===== config.mk =====
export PLATFORM = sky130hd
export DESIGN_NAME = traffic_lamp_driver_flat
export DESIGN_NICKNAME = d
export VERILOG_FILES = /design/src/rtl/traffic_light_pkg.sv /design/src/rtl/traffic_lamp_driver_if.sv /design/src/rtl/traffic_blink_gen.sv /design/src/rtl/traffic_lamp_driver.sv /design/src/flat_wrapper.sv
export SDC_FILE = /design/constraint.sdc
export NUM_CORES = 1
export LEC_CHECK = 0
export ABC_AREA = 1
export CAP_MARGIN = 40
export CORE_MARGIN = 10
export CORE_UTILIZATION = 47
export DETAILED_ROUTE_END_ITERATION = 7
export PLACE_DENSITY = 0.73
export SETUP_SLACK_MARGIN = 0.2
export SLEW_MARGIN = 20
export SYNTH_ARGS = -nofsm -noshare
export SYNTH_HDL_FRONTEND = slang
export SYNTH_SLANG_ARGS = --single-unit

===== constraint.sdc =====
create_clock -name CLK -period 1.4 [get_ports CLK]
set_input_delay 0.35 -clock CLK [delete_from_list [all_inputs] [get_ports CLK]]
set_output_delay 0.35 -clock CLK [all_outputs]
set_load 0.02 [all_outputs]

===== src/rtl/traffic_light_pkg.sv =====
// rtl/traffic_light_pkg.sv - light codes, lamp encodings, fault codes and state encoding
package traffic_light_pkg;

  localparam logic [1:0] RED          = 2'b00;
  localparam logic [1:0] YELLOW       = 2'b01;
  localparam logic [1:0] GREEN        = 2'b10;
  localparam logic [1:0] BLINKING_RED = 2'b11;

  localparam logic [2:0] CAR_RED = 3'b100;
  localparam logic [2:0] CAR_YEL = 3'b010;
  localparam logic [2:0] CAR_GRN = 3'b001;
  localparam logic [2:0] CAR_ALL = 3'b111;
  localparam logic [1:0] PED_RED = 2'b10;
  localparam logic [1:0] PED_GRN = 2'b01;
  localparam logic [1:0] PED_OFF = 2'b00;
  localparam logic [1:0] PED_ALL = 2'b11;

  localparam logic [1:0] FC_NONE = 2'b00;
  localparam logic [1:0] FC_CAR  = 2'b01;
  localparam logic [1:0] FC_PED  = 2'b10;
  localparam logic [1:0] FC_ILL  = 2'b11;

  localparam logic [1:0] S_NORMAL  = 2'b00;
  localparam logic [1:0] S_FAULT   = 2'b01;
  localparam logic [1:0] S_RECOVER = 2'b10;

  // Highest-priority fault cause of a code combination; FC_NONE means a good cycle.
  function automatic logic [1:0] fault_cause(input logic [1:0] a, input logic [1:0] b,
                                             input logic [1:0] pa, input logic [1:0] pb);
    if (a != RED && b != RED)
      return FC_CAR;
    else if ((a != RED && pa == GREEN) || (b != RED && pb == GREEN))
      return FC_PED;
    else if (pa == YELLOW || pb == YELLOW)
      return FC_ILL;
    else
      return FC_NONE;
  endfunction

  function automatic logic [2:0] car_decode(input logic [1:0] code, input logic phase);
    case (code)
      RED:     return CAR_RED;
      YELLOW:  return CAR_YEL;
      GREEN:   return CAR_GRN;
      default: return {phase, 2'b00};
    endcase
  endfunction

  // YELLOW never reaches here in a good cycle; it maps to red for completeness.
  function automatic logic [1:0] ped_decode(input logic [1:0] code, input logic phase);
    case (code)
      GREEN:        return PED_GRN;
      BLINKING_RED: return {phase, 1'b0};
      default:      return PED_RED;
    endcase
  endfunction

endpackage


===== src/rtl/traffic_lamp_driver_if.sv =====
// rtl/traffic_lamp_driver_if.sv - code/lamp bundle between controller and lamp driver (LAMP_TEST_EN adds LAMP_TEST)
interface traffic_lamp_driver_if;
  logic [1:0] A;
  logic [1:0] B;
  logic [1:0] PA;
  logic [1:0] PB;
  logic       CLR;
`ifdef LAMP_TEST_EN
  logic       LAMP_TEST;
`endif
  logic [2:0] A_LAMP;
  logic [2:0] B_LAMP;
  logic [1:0] PA_LAMP;
  logic [1:0] PB_LAMP;
  logic       FAULT;
  logic [1:0] FAULT_CODE;

`ifdef LAMP_TEST_EN
  modport master (output A, B, PA, PB, CLR, LAMP_TEST,
                  input  A_LAMP, B_LAMP, PA_LAMP, PB_LAMP, FAULT, FAULT_CODE);
  modport slave  (input  A, B, PA, PB, CLR, LAMP_TEST,
                  output A_LAMP, B_LAMP, PA_LAMP, PB_LAMP, FAULT, FAULT_CODE);
`else
  modport master (output A, B, PA, PB, CLR,
                  input  A_LAMP, B_LAMP, PA_LAMP, PB_LAMP, FAULT, FAULT_CODE);
  modport slave  (input  A, B, PA, PB, CLR,
                  output A_LAMP, B_LAMP, PA_LAMP, PB_LAMP, FAULT, FAULT_CODE);
`endif
endinterface


===== src/rtl/traffic_blink_gen.sv =====
// rtl/traffic_blink_gen.sv - free-running blink phase, toggles every BLINK_HALF cycles, starts on
module traffic_blink_gen #(
  parameter int BLINK_HALF = 4
) (
  input  logic CLK,
  input  logic RST,
  output logic PHASE
);
  localparam int CW = (BLINK_HALF > 1) ? $clog2(BLINK_HALF) : 1;
  localparam logic [CW-1:0] LAST = CW'(BLINK_HALF - 1);

  logic [CW-1:0] cnt;

  always_ff @(posedge CLK or posedge RST) begin
    if (RST) begin
      cnt   <= '0;
      PHASE <= 1'b1;
    end else if (cnt == LAST) begin
      cnt   <= '0;
      PHASE <= ~PHASE;
    end else begin
      cnt   <= cnt + 1'b1;
    end
  end
endmodule


===== src/rtl/traffic_lamp_driver.sv =====
// rtl/traffic_lamp_driver.sv - lamp decode plus latched safety monitor; LAMP_TEST_EN adds lamp test
module traffic_lamp_driver #(
  parameter int BLINK_HALF      = 4,
  parameter int CONFLICT_FILTER = 2,
  parameter int RECOVER_CYCLES  = 8
) (
  input logic                  CLK,
  input logic                  RST,
  traffic_lamp_driver_if.slave bus
);
  import traffic_light_pkg::*;

  localparam logic [3:0] FILT_LIMIT = 4'(CONFLICT_FILTER);
  localparam logic [7:0] REC_LIMIT  = 8'(RECOVER_CYCLES);

  logic       phase;
  logic [1:0] state;
  logic [3:0] filt_cnt;
  logic [7:0] rec_cnt;
  logic [2:0] a_lamp, b_lamp;
  logic [1:0] pa_lamp, pb_lamp;
  logic       fault;
  logic [1:0] fault_code;
  logic [1:0] cause;
  logic       bad;
  logic       test_on;

  traffic_blink_gen #(.BLINK_HALF(BLINK_HALF)) u_blink (
    .CLK  (CLK),
    .RST  (RST),
    .PHASE(phase)
  );

  always_comb begin
    cause = fault_cause(bus.A, bus.B, bus.PA, bus.PB);
    bad   = (cause != FC_NONE);
  end

`ifdef LAMP_TEST_EN
  assign test_on = bus.LAMP_TEST;
`else
  assign test_on = 1'b0;
`endif

  always_ff @(posedge CLK or posedge RST) begin
    if (RST) begin
      state      <= S_NORMAL;
      filt_cnt   <= '0;
      rec_cnt    <= '0;
      a_lamp     <= CAR_RED;
      b_lamp     <= CAR_RED;
      pa_lamp    <= PED_RED;
      pb_lamp    <= PED_RED;
      fault      <= 1'b0;
      fault_code <= FC_NONE;
    end else begin
      case (state)
        S_NORMAL: begin
          // Bad cycles freeze the lamps; the cycle that fills the filter enters FAULT.
          if (bad) begin
            if (filt_cnt + 4'd1 == FILT_LIMIT) begin
              state      <= S_FAULT;
              fault      <= 1'b1;
              fault_code <= cause;
              filt_cnt   <= '0;
            end else begin
              filt_cnt   <= filt_cnt + 4'd1;
            end
          end else begin
            filt_cnt <= '0;
            if (test_on) begin
              a_lamp  <= CAR_ALL;
              b_lamp  <= CAR_ALL;
              pa_lamp <= PED_ALL;
              pb_lamp <= PED_ALL;
            end else begin
              a_lamp  <= car_decode(bus.A, phase);
              b_lamp  <= car_decode(bus.B, phase);
              pa_lamp <= ped_decode(bus.PA, phase);
              pb_lamp <= ped_decode(bus.PB, phase);
            end
          end
        end
        S_FAULT: begin
          a_lamp  <= {1'b0, phase, 1'b0};
          b_lamp  <= {1'b0, phase, 1'b0};
          pa_lamp <= PED_OFF;
          pb_lamp <= PED_OFF;
          if (bus.CLR) begin
            state   <= S_RECOVER;
            rec_cnt <= '0;
          end
        end
        S_RECOVER: begin
          a_lamp  <= CAR_RED;
          b_lamp  <= CAR_RED;
          pa_lamp <= PED_RED;
          pb_lamp <= PED_RED;
          if (bad) begin
            state <= S_FAULT;
          end else if (rec_cnt + 8'd1 == REC_LIMIT) begin
            state      <= S_NORMAL;
            fault      <= 1'b0;
            fault_code <= FC_NONE;
            rec_cnt    <= '0;
          end else begin
            rec_cnt <= rec_cnt + 8'd1;
          end
        end
        default: state <= S_NORMAL;
      endcase
    end
  end

  assign bus.A_LAMP     = a_lamp;
  assign bus.B_LAMP     = b_lamp;
  assign bus.PA_LAMP    = pa_lamp;
  assign bus.PB_LAMP    = pb_lamp;
  assign bus.FAULT      = fault;
  assign bus.FAULT_CODE = fault_code;
endmodule


===== src/flat_wrapper.sv =====
// flat-port wrapper written by rule: the top's interface ports become plain ports
module traffic_lamp_driver_flat import traffic_light_pkg::*;
#(
  parameter int BLINK_HALF      = 4,
  parameter int CONFLICT_FILTER = 2,
  parameter int RECOVER_CYCLES  = 8
)
  (CLK, RST, bus_A, bus_B, bus_PA, bus_PB, bus_CLR, bus_A_LAMP, bus_B_LAMP, bus_PA_LAMP, bus_PB_LAMP, bus_FAULT, bus_FAULT_CODE);
  traffic_lamp_driver_if bus_i ();
  input logic CLK;
  input logic RST;
  input wire logic [$bits(bus_i.A)-1:0] bus_A;
  input wire logic [$bits(bus_i.B)-1:0] bus_B;
  input wire logic [$bits(bus_i.PA)-1:0] bus_PA;
  input wire logic [$bits(bus_i.PB)-1:0] bus_PB;
  input wire logic [$bits(bus_i.CLR)-1:0] bus_CLR;
  output wire logic [$bits(bus_i.A_LAMP)-1:0] bus_A_LAMP;
  output wire logic [$bits(bus_i.B_LAMP)-1:0] bus_B_LAMP;
  output wire logic [$bits(bus_i.PA_LAMP)-1:0] bus_PA_LAMP;
  output wire logic [$bits(bus_i.PB_LAMP)-1:0] bus_PB_LAMP;
  output wire logic [$bits(bus_i.FAULT)-1:0] bus_FAULT;
  output wire logic [$bits(bus_i.FAULT_CODE)-1:0] bus_FAULT_CODE;
  assign bus_i.A = bus_A;
  assign bus_i.B = bus_B;
  assign bus_i.PA = bus_PA;
  assign bus_i.PB = bus_PB;
  assign bus_i.CLR = bus_CLR;
  assign bus_A_LAMP = bus_i.A_LAMP;
  assign bus_B_LAMP = bus_i.B_LAMP;
  assign bus_PA_LAMP = bus_i.PA_LAMP;
  assign bus_PB_LAMP = bus_i.PB_LAMP;
  assign bus_FAULT = bus_i.FAULT;
  assign bus_FAULT_CODE = bus_i.FAULT_CODE;
  traffic_lamp_driver #(.BLINK_HALF(BLINK_HALF), .CONFLICT_FILTER(CONFLICT_FILTER), .RECOVER_CYCLES(RECOVER_CYCLES)) u_core (.CLK(CLK), .RST(RST), .bus(bus_i));
endmodule

== Yosys cells after proc, flatten, opt, wreduce, memory -nomap -nowiden ==
Cells that the tools add are included.
Cells by class
  add/sub/neg operators: 3
  multipliers: 0
  divide/modulo/power cells: 0
  magnitude comparators: 0
  equality and inequality tests: 22
  shifts and indexed selects: 0
  multiplexer cells: 37
  bitwise operators: 1
  reduce and logical (&&, ||, !) cells: 18
Operators by type and width (number)
  $pmux 3 s3: 4
  $mux 2: 14
  $mux 8: 3
  $pmux 2 s3: 3
  $eq 2x2->1 const B: 8
  $pmux 8 s2: 1
  $pmux 2 s2: 3
  $eq 2x1->1 const B: 5
  $reduce_bool 2->1: 5
  $add 8x1->8 const B: 1
  $eq 8x4->1 const B: 1
  $mux 4: 2
  $logic_not 2->1: 3
  $mux 3: 2
  $ne 2x1->1 const B: 3
  $ne 2x2->1 const B: 3
  $reduce_and 5->1: 1
  $add 4x1->4 const B: 1
  $eq 4x2->1 const B: 1
  $mux 1: 4
  $reduce_and 4->1: 1
  $logic_and 1x1->1: 3
  $ne 3x1->1 const B: 1
  $reduce_and 3->1: 1
  6 further kinds: 7
Storage, ports and cells
  register bits: 30
  bits in latches: 0
  bits in writable memories: 0
  bits in read-only memories: 0
  input bits: 11
  output and inout bits: 13
  word-level logic and storage cells: 92
  memories kept: 0

== Depth between registers and ports, before layout ==
Gate-level depths: netlist of run 1.
  word-level depth: 8
  depth in mapped cells: 12
  mapped depth without buffers: 11

== Cells and area by module ==
From an unflattened synthesis of run 1, not the netlist that was laid out.
Unflattened totals
  cell total of the unflattened synthesis: 232
  area total of the unflattened synthesis: 1844.3 sq um
By module, submodules not included
  traffic_lamp_driver: instances 1, cells each 221, area an instance 1729.2 sq um, seq. area each 680.7 sq um
  traffic_blink_gen: instances 1, cells each 11, area an instance 115.1 sq um, seq. area each 76.3 sq um

== Worst setup path after synthesis of run 1 ==
No wires, ideal clock.
  path kind: reg-to-reg
  start point: register u_core.filt_cnt[0]
  end point: register u_core.fault, in the netlist u_core.bus.FAULT
  setup time: 117 ps
  data arrival time: 1371 ps
  path slack: -88 ps
  stages on the path, launching flop included: 10
  cells stage by stage: dfrtp_1 -> ha_1 -> xnor2_1 -> nand3_1 -> nand2_1 -> nand2_1 -> nor2_2 -> nand3_1 -> nand2_1 -> nand2_1
Between the ends
  word-level cells in the longest chain between the ends: 4
RTL lines
  start: declaration: RTL line traffic_lamp_driver.sv:18  | logic [3:0] filt_cnt;
  start signal: assignment: RTL line traffic_lamp_driver.sv:67  | filt_cnt <= filt_cnt + 4'd1;
  $add 4x1->4: RTL line traffic_lamp_driver.sv:61  | if (filt_cnt + 4'd1 == FILT_LIMIT) begin
  $eq 4x2->1: RTL line traffic_lamp_driver.sv:61
  $ne 2x1->1 (no source line)
  $reduce_and 5->1 (no source line)
  end signal: assignment: RTL line traffic_lamp_driver.sv:54  | fault <= 1'b0;
  end signal: assignment: RTL line traffic_lamp_driver.sv:63  | fault <= 1'b1;
  end signal: assignment: RTL line traffic_lamp_driver.sv:103  | fault <= 1'b0;
  end: declaration: RTL line traffic_lamp_driver.sv:22  | logic fault;
Every way passes these cells.
A chain may end at the register's enable or synchronous reset.

== Worst setup path after layout of run 1 ==
Ends and elaborated chain as after synthesis.

==> results of run 1 <==
## metrics by stage
| stage | cell area, µm² | setup slack [ps] | hold slack (ps) | utilization (%) |
|---|---|---|---|---|
| floorplan | 1840 | -67.7 | 403 | - |
| global placement | 2370 | -554 | 418 | 64.8 |
| detailed placement | 2370 | -572 | 420 | 64.8 |
| CTS | 2740 | -167 | 376 | 74.8 |
| global route | 3000 | -343 | 383 | 82.0 |
| finish | 3000 | -234 | 372 | 82.0 |
## timing repair
action,in CTS,in global routing
resized for setup,154,39
endpoints found under the setup margin,40,37
setup buffers,12,16
pin swaps,30,20
gates cloned,2,0
## power breakdown
group          switching [µW]  internal (µW)
clock                     344            496
combinational            2290           1990
sequential                218           1180
total                    2850           3660
## state kept, by name, summed over array words and instances (netlist names)
signal,count
u_core.bus.A_LAMP,3
u_core.state,2
u_core.bus.PA_LAMP,2
u_core.rec_cnt,8
u_core.u_blink.cnt,2
u_core.bus.FAULT_CODE,2
u_core.filt_cnt,4
u_core.bus.B_LAMP,3
u_core.bus.FAULT,1
u_core.u_blink.PHASE,1
u_core.bus.PB_LAMP,2
## critical path: stages, from the launching register on
cell and delay (ps):
dfrtp_1 400, ha_2 210, xnor2_2 210, nand3_2 130, nand2_2 80, nand2_2 80
nor2_4 150, nand3_2 120, nand2_1 100, nand2_1 50
## placed cells by master, fill, tap and decap left out, types with 3 or more instances in the layout
cell,instances
buf_4,47
nand2_1,44
dfrtp_1,23
buf_6,22
inv_1,21
nand2_2,19
nand3_1,12
buf_2,11
nand3_2,10
nand2_4,8
o21ai_2,8
clkbuf_8,8
nor2_1,7
inv_2,6
nor2_4,5
nor2_2,5
o21ai_0,5
o21ai_1,5
ha_4,5
dfstp_2,5
nand4_1,4
a21oi_2,4
a21oi_1,3
ha_1,3
## cell families after synthesis
group / after synthesis / share of synthesized area [%]
DFF: 30 / 42.4
AOI/OAI and AO/OA: 32 / 11.0
and+or+nand+nor: 117 / 30.8
xor gates and xnor gates: 3 / 1.47
buffers and inverters: 34 / 8.05
adders and majority gates: 9 / 6.30
## area by class of cell
cell class              count  area (µm²)  area share (%)
clock buffers               8         110            3.67
inverters                  31         134            4.46
multi-input cells         162        1210            40.2
flip-flops and latches     30         759            25.3
well taps                  48        60.1            2.00
repair buffers             85         722            24.1
repair inverters            1        8.76           0.292
## worst max-delay path by stage
stage	endpoint
6_report	u_core.bus.FAULT
5_1_grt	u_core.bus.FAULT
3_5_place_dp	u_core.bus.A_LAMP[0]
4_1_cts	u_core.bus.FAULT
3_3_place_gp	u_core.bus.B_LAMP[0]
2_1_floorplan	u_core.bus.FAULT
## routing by layer
| metal | share of wire, % | vias to the layer above | track usage (%) |
|---|---|---|---|
| li1 | - | 908 | - |
| met1 | 39 | 921 | 18.9 |
| met2 | 52 | 57 | 27.2 |
| met3 | 5.7 | 18 | 4.15 |
| met4 | 2.7 | 0 | 4.42 |
| met5 | 0 | - | 0 |
==> impl_metrics.json, run 1 <==
{
  "status": "complete, but fails checks",
  "first_pass_iters": 4,
  "clk_latency_ps": 290,
  "io-pin-count": 24,
  "rsz0062_at_grt": "yes",
  "synthesis.area_um2": 1790,
  "tritoncts": "yes",
  "synth_nets": 245,
  "cts_made_buffers": 5,
  "num_vias": 1904,
  "min_period_ps": 1630,
  "synth_most_common_cell": "nand2_1",
  "synth_edf_count": 0,
  "dp.cells": 327,
  "worst_ep_arrival_time_ps": 1810,
  "dieHeight_um": 81.7,
  "hold_viol_final": 0,
  "finalWorstSetupSlack_ps": -234,
  "synth-main-ff-cell": "dfrtp_1",
  "dieArea_um2": 6670,
  "ys_ff_latch": 30,
  "fin_crit_sh_pct": 117,
  "relSlewSlack_pct": 78.5,
  "grt_max_degree": 31,
  "port_buffers": 23,
  "gp_congestion": 0.856,
  "violations": "negative setup slack",
  "hp-class": "in2reg",
  "fmax_mhz": 612,
  "holdPathStages": 3,
  "track_usage_pct": 15.8,
  "path_clk_slew_ps": 70,
  "hold_start": "bus_PB[1]",
  "fp.dieW_um": 81.7,
  "setup_viol": 24,
  "endpoint_kind": "flip-flop",
  "powerDensity_nw_per_um2": 2170,
  "critical_path_required_ps": 1580,
  "syn_area_per_cell_um2": 7.94,
  "ys_seq_area_share_pct": 42.4,
  "placementRows": 22,
  "cp-start-kind": "flip-flop",
  "reg2reg_depth": 9,
  "yosys.area.top_type": "dfrtp_1",
  "gr-total-overflow": 0,
  "worst_pin_slew_ps": 321,
  "maxCapViolCount": 0,
  "route.detailed.wl_per_inst_um": 16.4,
  "area_delta_synth_final_pct": 67.9,
  "ys_warn_count": 0,
  "drt_iter0_drc": 123,
  "fillers": 216,
  "coreArea_um2": 3660,
  "fin_cells": 365,
  "initial_utilization_pct": 48.8,
  "crit_start": "u_core.filt_cnt[0]",
  "syn_inst": 225,
  "routed_wl_mm": 5.98,
  "hold_buffers": 0,
  "nNetsFinal": 336,
  "grt_first_pass_wirelength_mm": 8.25,
  "cp_max_fo": 4,
  "dpl.hpwl_mm": 3.22,
  "r2r-end": "u_core.bus.FAULT",
  "drive_gt1_share_pct": 57.7,
  "async_flop_share_pct": 100,
  "fin_tns_setup_ps": -1960,
  "rrSetupSlack_ps": -230,
  "rr_startpoint": "u_core.filt_cnt[0]",
  "clock_sinks": 30,
  "synth_area_leaders": "dfrtp_1, nand2_1, dfstp_2",
  "diodes": 0,
  "grt_pass1_vias": 1735,
  "p_leak_uw": 0.00149,
  "synth_top_area_share_pct": 35.0,
  "path_class": "reg2reg",
  "drc": 0,
  "finalPower_uw": 6510,
  "synth_commonest_cells": "nand2_1, inv_1, dfrtp_1",
  "clockBufferDepth": 2,
  "htreeDepth": 2,
  "clock_skew_ps": 3.59,
  "vdd_drop_max_mv": 1.56,
  "postRouteAntennaNets": 0,
  "worst_hold_path.endpoint": "u_core.bus.PB_LAMP[0]",
  "timing.final.max_slew_violations": 0,
  "antenna_found_initial": 0,
  "cts_root_buf": "clkbuf_8",
  "yosysUniqueCellTypes": 28,
  "viasPerCell": 5.22
}
(Power assumes the default switching activity.)
==> run 2, diff against run 1 <==
--- a/config.mk
+++ b/config.mk
@@ -8,9 +8,9 @@
 export ABC_AREA = 1
 export CAP_MARGIN = 40
 export CORE_MARGIN = 10
-export CORE_UTILIZATION = 47
+export CORE_UTILIZATION = 49
 export DETAILED_ROUTE_END_ITERATION = 7
-export PLACE_DENSITY = 0.73
+export PLACE_DENSITY = 0.75
 export SETUP_SLACK_MARGIN = 0.2
 export SLEW_MARGIN = 20
 export SYNTH_ARGS = -nofsm -noshare
==> run 2 against run 1 <==
  * The flow still finishes with violations (negative setup slack)
  * Hold slack improved by 34 ps
  * Sequential share of layout area rose by 0.94 points
  * Clock power fell by 15%
  * Power fell by 8.4%
  * Critical path depth rose by 1
  * Critical endpoint is now u_core.bus.FAULT_CODE[1]
  * Largest cell class unchanged
==> impl_metrics.json, run 2 (same netlist as run 1, synthesis figures left out) <==
{
  "path_class": "reg2reg",
  "gr-total-overflow": 0,
  "power.share.switching_pct": 45.4,
  "num_vias": 1938,
  "clock_sinks": 30,
  "path_clk_slew_ps": 70,
  "critPathTopFamily": "simple AND/OR/NAND/NOR gates",
  "cp.buffers_inverters": 0,
  "placementRows": 21,
  "grt_first_pass_wirelength_mm": 9.34,
  "cp_slowest_cell": "dfrtp_2",
  "cts_root_buf": "clkbuf_8",
  "antenna_found_initial": 0,
  "cp-start-kind": "flip-flop",
  "dieHeight_um": 80.4,
  "critical_path_required_ps": 1570,
  "crit_chain": "ha_4, nand3_4, o21bai_1, nand2_1, nor2_2, nand3_2, nand2_2, nand3_2, nand2_1, nand2_1",
  "pwr-share-clk_pct": 12.0,
  "htreeDepth": 2,
  "relSlewSlack_pct": 72.5,
  "slowest_delay_ps": 410,
  "track_usage_pct": 18.1,
  "rsz0062_at_grt": "yes",
  "violations": "negative setup slack",
  "hold_viol_final": 0,
  "initial_utilization_pct": 51.9,
  "dieArea_um2": 6460,
  "power.net_switching_uw": 2710,
  "layout_common_cells": "buf_4, nand2_1, dfrtp_1",
  "maxCapViolCount": 0,
  "finish.utilization_pct": 84.2,
  "fin_cells": 360,
  "min_period_ps": 1610,
  "drive_gt1_share_pct": 56.4,
  "rr_startpoint": "u_core.rec_cnt[0]",
  "viasPerCell": 5.38,
  "dp.cells": 327,
  "grt_max_degree": 31,
  "endpoint_kind": "flip-flop",
  "powerDensity_nw_per_um2": 2060,
  "status": "complete, but fails checks",
  "rrSetupSlack_ps": -210,
  "dpl_worst_slack_ps": -549,
  "worst_pin_slew_ps": 410,
  "largest_register_ff_count": 8,
  "routed_wl_mm": 5.96,
  "largestRegisters": "u_core.rec_cnt: 8 flops, u_core.filt_cnt: 4 flops",
  "seq_area_um2": 761,
  "port_buffers": 23,
  "io-pin-count": 24,
  "final_common_cell": "buf_4",
  "p_leak_uw": 0.00141,
  "cp_max_fo": 3,
  "first_pass_iters": 4,
  "clockBufferDepth": 2,
  "combPwrFrac_pct": 64.4,
  "setup_viol": 10,
  "r2r-end": "u_core.bus.FAULT_CODE[1]",
  "vdd_drop_max_mv": 1.24,
  "diodes": 0,
  "tritoncts": "yes",
  "fin_crit_sh_pct": 115,
  "clk_latency_ps": 290,
  "multi_input_area_um2": 1190,
  "cp_common_cell": "nand2_1",
  "clock_skew_ps": 10.0,
  "worst_ep_arrival_time_ps": 1780,
  "hp-class": "in2async",
  "cts_made_buffers": 5,
  "final_cell_area_um2": 2900,
  "seqPwrFrac_pct": 23.6,
  "area_delta_synth_final_pct": 62.2,
  "fmax_mhz": 622,
  "fin_tns_setup_ps": -1430,
  "dpl.hpwl_mm": 3.41,
  "coreArea_um2": 3440,
  "nNetsFinal": 333,
  "route.detailed.wl_per_inst_um": 16.6,
  "drt_iter0_drc": 116,
  "top_register": "u_core.rec_cnt",
  "dpl_cell_area_um2": 2380,
  "finalWorstSetupSlack_ps": -209,
  "fillers": 174,
  "p_int_uw": 3260,
  "timing.final.max_slew_violations": 0,
  "gp_congestion": 0.885,
  "drc": 0,
  "reg2reg_depth": 10,
  "postRouteAntennaNets": 0,
  "fp.dieW_um": 80.4,
  "grt_pass1_vias": 1924
}
run 2: changes by cell type in the layout (fill, tap and decap cells not counted), moves of 2 or more:
cell,before,now
buf_6,22,12
clkbuf_8,8,6
inv_1,21,18
clkbuf_1,0,2
nand2_1,44,47
nor2_1,7,5
inv_4,2,5
nand2_4,8,5
buf_4,47,55
nor2_4,5,7
a21oi_1,3,5
a21oi_2,4,2
run 2: area by class of cell:
type / count / area share [%]
Clock buffer: 8 / 3.11
Inverter: 31 / 4.71
Multi-Input combinational cell: 162 / 40.9
Sequential cell: 30 / 26.3
Tap cell: 46 / 1.99
Timing Repair Buffer: 82 / 22.7
Timing Repair inverter: 1 / 0.302
run 2: how the worst max path moves through the flow:
stage / from / endpoint / slack, ps / depth (start not counted)
floorplan: u_core.filt_cnt[0] / u_core.bus.FAULT / -70 / 9
CTS: u_core.rec_cnt[1] / u_core.bus.FAULT_CODE[1] / -170 / 10
global route: u_core.rec_cnt[0] / u_core.bus.FAULT_CODE[0] / -290 / 10
detailed placement: bus_A[0] / u_core.bus.FAULT_CODE[0] / -550 / 10
finish: u_core.rec_cnt[0] / u_core.bus.FAULT_CODE[1] / -210 / 10
global placement: bus_A[0] / u_core.bus.FAULT_CODE[1] / -510 / 10
run 2: what timing repair did:
item                                    4_1_cts  5_1_grt
buffers inserted                             13       10
endpoints found under the setup margin       40       37
pin swaps                                    31        9
gates resized for setup                     157       21
hold buffers                                  0        0
cloned                                        2        0
run 2: through the flow:
step | power (µW) | hold slack (ps)
after floorplan | 3000 | 403
after global placement | 3910 | 413
after detailed placement | 3960 | 430
after CTS | 5470 | 379
after global routing | 6320 | 423
final | 5960 | 406
run 2: routing by layer:
| layer | up-vias | global-route usage [%] | wire (µm) |
|---|---|---|---|
| li1 | 903 | - | - |
| met1 | 951 | 21.5 | 2420 |
| met2 | 66 | 30.8 | 3040 |
| met3 | 18 | 4.45 | 316 |
| met4 | 0 | 6.34 | 194 |
| met5 | - | 0 | 0 |
run 2: worst register-to-register path, delay by kind of cell (launching register included):
kind                     cells  cell delay [ps]
flip-flops                   1              410
AO/OA/AOI/OAI                1              160
adder cells (fa/ha/maj)      1              180
AND/OR/NAND/NOR              8              750
run 2: power groups by stage:
| stage | clock [µW] | combinational [µW] | sequential, µW |
|---|---|---|---|
| 2_1_floorplan | 0 | 1420 | 1570 |
| 3_3_place_gp | 0 | 2560 | 1350 |
| 3_5_place_dp | 0 | 2610 | 1360 |
| 4_1_cts | 716 | 3370 | 1390 |
| 5_1_grt | 754 | 4120 | 1440 |
| 6_report | 716 | 3840 | 1410 |
==> run 3, diff against run 2 <==
--- a/config.mk
+++ b/config.mk
@@ -16,3 +16,4 @@
 export SYNTH_ARGS = -nofsm -noshare
 export SYNTH_HDL_FRONTEND = slang
 export SYNTH_SLANG_ARGS = --single-unit
+export TNS_END_PERCENT = 30
==> run 3 against run 2 <==
  * The run still ends with negative setup slack left
  * Final cell count fell by 3.6%
  * Critical path depth did not move
  * Sequential share of layout area rose by 1.5 points
  * Clock skew fell by 4.7 ps
  * Cell area fell by 5.1%
  * Via count fell by 8.0%
  * Register-to-register slack improved by 30 ps
  * First-iteration DRC count fell by 24%
  * Sequential power barely moved
  * Largest cell class unchanged
==> impl_metrics.json, run 3 (same netlist as run 1, synthesis figures left out) <==
{
  "powerDensity_nw_per_um2": 2010,
  "rrSetupSlack_ps": -180,
  "relSlewSlack_pct": 79.1,
  "setup_viol": 12,
  "cp.buffers_inverters": 4,
  "endpoint_kind": "flip-flop",
  "crit_chain": "ha_4, nand3_4, o21bai_1, nand2_2, buf_4, buf_6, buf_6, buf_6, nand3_2, o21ai_1",
  "vdd_drop_max_mv": 1.51,
  "drc": 0,
  "viasPerCell": 5.14,
  "nNetsFinal": 320,
  "io-pin-count": 24,
  "hold_buffers": 0,
  "route.detailed.wl_per_inst_um": 14.3,
  "seq_area_um2": 763,
  "cp_max_fo": 3,
  "gr-total-overflow": 0,
  "grt_first_pass_wirelength_mm": 7.87,
  "fmax_mhz": 632,
  "initial_utilization_pct": 51.9,
  "drt_iter0_drc": 88,
  "port_buffers": 23,
  "cp_slowest_cell": "dfrtp_2",
  "layout_common_cells": "nand2_1, buf_4, inv_1, dfrtp_1, nand2_2",
  "cp_common_cell": "buf_6",
  "reg2reg_depth": 10,
  "cp.depth": 10,
  "coreArea_um2": 3440,
  "largest_register_ff_count": 8,
  "dieArea_um2": 6460,
  "clockBufferDepth": 2,
  "rsz0062_at_grt": "yes",
  "gp_congestion": 0.861,
  "grt_pass1_vias": 1826,
  "fin_crit_sh_pct": 113,
  "critical_path_required_ps": 1570,
  "worst_hold_path.endpoint": "u_core.bus.PA_LAMP[0]",
  "fp.dieW_um": 80.4,
  "path_class": "reg2reg",
  "final_common_cell": "nand2_1",
  "drive_gt1_share_pct": 50.8,
  "antenna_found_initial": 0,
  "violations": "negative setup slack",
  "postRouteAntennaNets": 0,
  "dieHeight_um": 80.4,
  "clk_latency_ps": 290,
  "hold_viol_final": 0,
  "critPathTopFamily": "buffers and inverters",
  "tritoncts": "yes",
  "cts_root_buf": "clkbuf_8",
  "path_clk_slew_ps": 60,
  "maxCapViolCount": 0,
  "clock_sinks": 30,
  "worst_pin_slew_ps": 310,
  "routed_wl_mm": 4.97,
  "hold_start": "bus_PA[1]",
  "status": "complete, but fails checks",
  "track_usage_pct": 15.0,
  "holdPathStages": 3,
  "diodes": 0,
  "top_register": "u_core.rec_cnt",
  "worst_ep_arrival_time_ps": 1760,
  "placementRows": 21,
  "rr_startpoint": "u_core.rec_cnt[0]",
  "first_pass_iters": 4,
  "p_leak_uw": 0.00134,
  "slowest_delay_ps": 410,
  "finalPower_uw": 5530,
  "fillers": 221,
  "dpl.hpwl_mm": 3.26,
  "timing.final.max_slew_violations": 0,
  "min_period_ps": 1580,
  "area_delta_synth_final_pct": 53.9,
  "r2r-end": "u_core.rec_cnt[6]",
  "finalWorstSetupSlack_ps": -183,
  "htreeDepth": 2,
  "cp-start-kind": "flip-flop",
  "num_vias": 1783,
  "dp.cells": 325,
  "hp-class": "in2reg",
  "grt_max_degree": 31,
  "clock_skew_ps": 5.35,
  "fin_cells": 347,
  "multi_input_area_um2": 1110,
  "cts_made_buffers": 5,
  "largestRegisters": "u_core.rec_cnt: 8 flops, u_core.filt_cnt: 4 flops"
}
-- run 3: report_power, final --
group          leakage, µW  internal [µW]  switching [µW]
Sequential        0.000373           1180             229
Clock            0.0000482            396             331
Combinational     0.000917           1510            1880
-- run 3: stage by stage --
stage	util [%]	TNS [ps]	hold slack, ps	setup slack (ps)	instance area (µm²)
floorplan	-	-385	403	-67.7	1820
global placement	68.3	-12290	417	-511	2350
detailed placement	68.3	-12790	430	-530	2350
CTS	76.0	-993	392	-160	2620
global route	79.9	-2460	363	-256	2750
finish	79.9	-1440	344	-183	2750
-- run 3: layout make-up --
cell class / count / area share (%)
clock buffers: 7 / 3.14
clock inverters: 1 / 0.182
multi-input cells: 162 / 40.5
repair inverters: 1 / 0.228
repair buffers: 69 / 21.1
flip-flops and latches: 30 / 27.8
well taps: 46 / 2.09
inverters: 31 / 5.01
-- run 3: what timing repair did --
item,4_1_cts,5_1_grt
gates cloned,1,1
gates resized for setup,138,34
hold endpoints to repair,0,0
setup endpoints to repair,40,38
pin swaps,29,12
setup buffers,7,5
-- run 3: worst max-delay path by stage --
stage                  startpoint                       end  slack, ps
2_1_floorplan  u_core.filt_cnt[0]          u_core.bus.FAULT        -70
4_1_cts         u_core.rec_cnt[1]  u_core.bus.FAULT_CODE[0]       -160
3_5_place_dp             bus_B[0]          u_core.bus.FAULT       -530
5_1_grt         u_core.rec_cnt[0]  u_core.bus.FAULT_CODE[0]       -260
6_report        u_core.rec_cnt[0]         u_core.rec_cnt[6]       -180
3_3_place_gp             bus_B[0]  u_core.bus.FAULT_CODE[0]       -510
-- run 3: worst register-to-register path, delay by kind of cell, from the launching register on --
family / cells / cell delay, ps
compound gates: 2 / 230
fa+ha+maj: 1 / 170
flops: 1 / 410
buf+inv: 4 / 440
simple gates: 3 / 220
-- run 3: metal layers --
| layer | up-vias | track usage, % | share of wire, % |
|---|---|---|---|
| li1 | 871 | - | - |
| met1 | 864 | 17.2 | 42 |
| met2 | 38 | 25.7 | 52 |
| met3 | 10 | 4.68 | 4.5 |
| met4 | 0 | 5.28 | 1.8 |
| met5 | - | 0 | 0 |
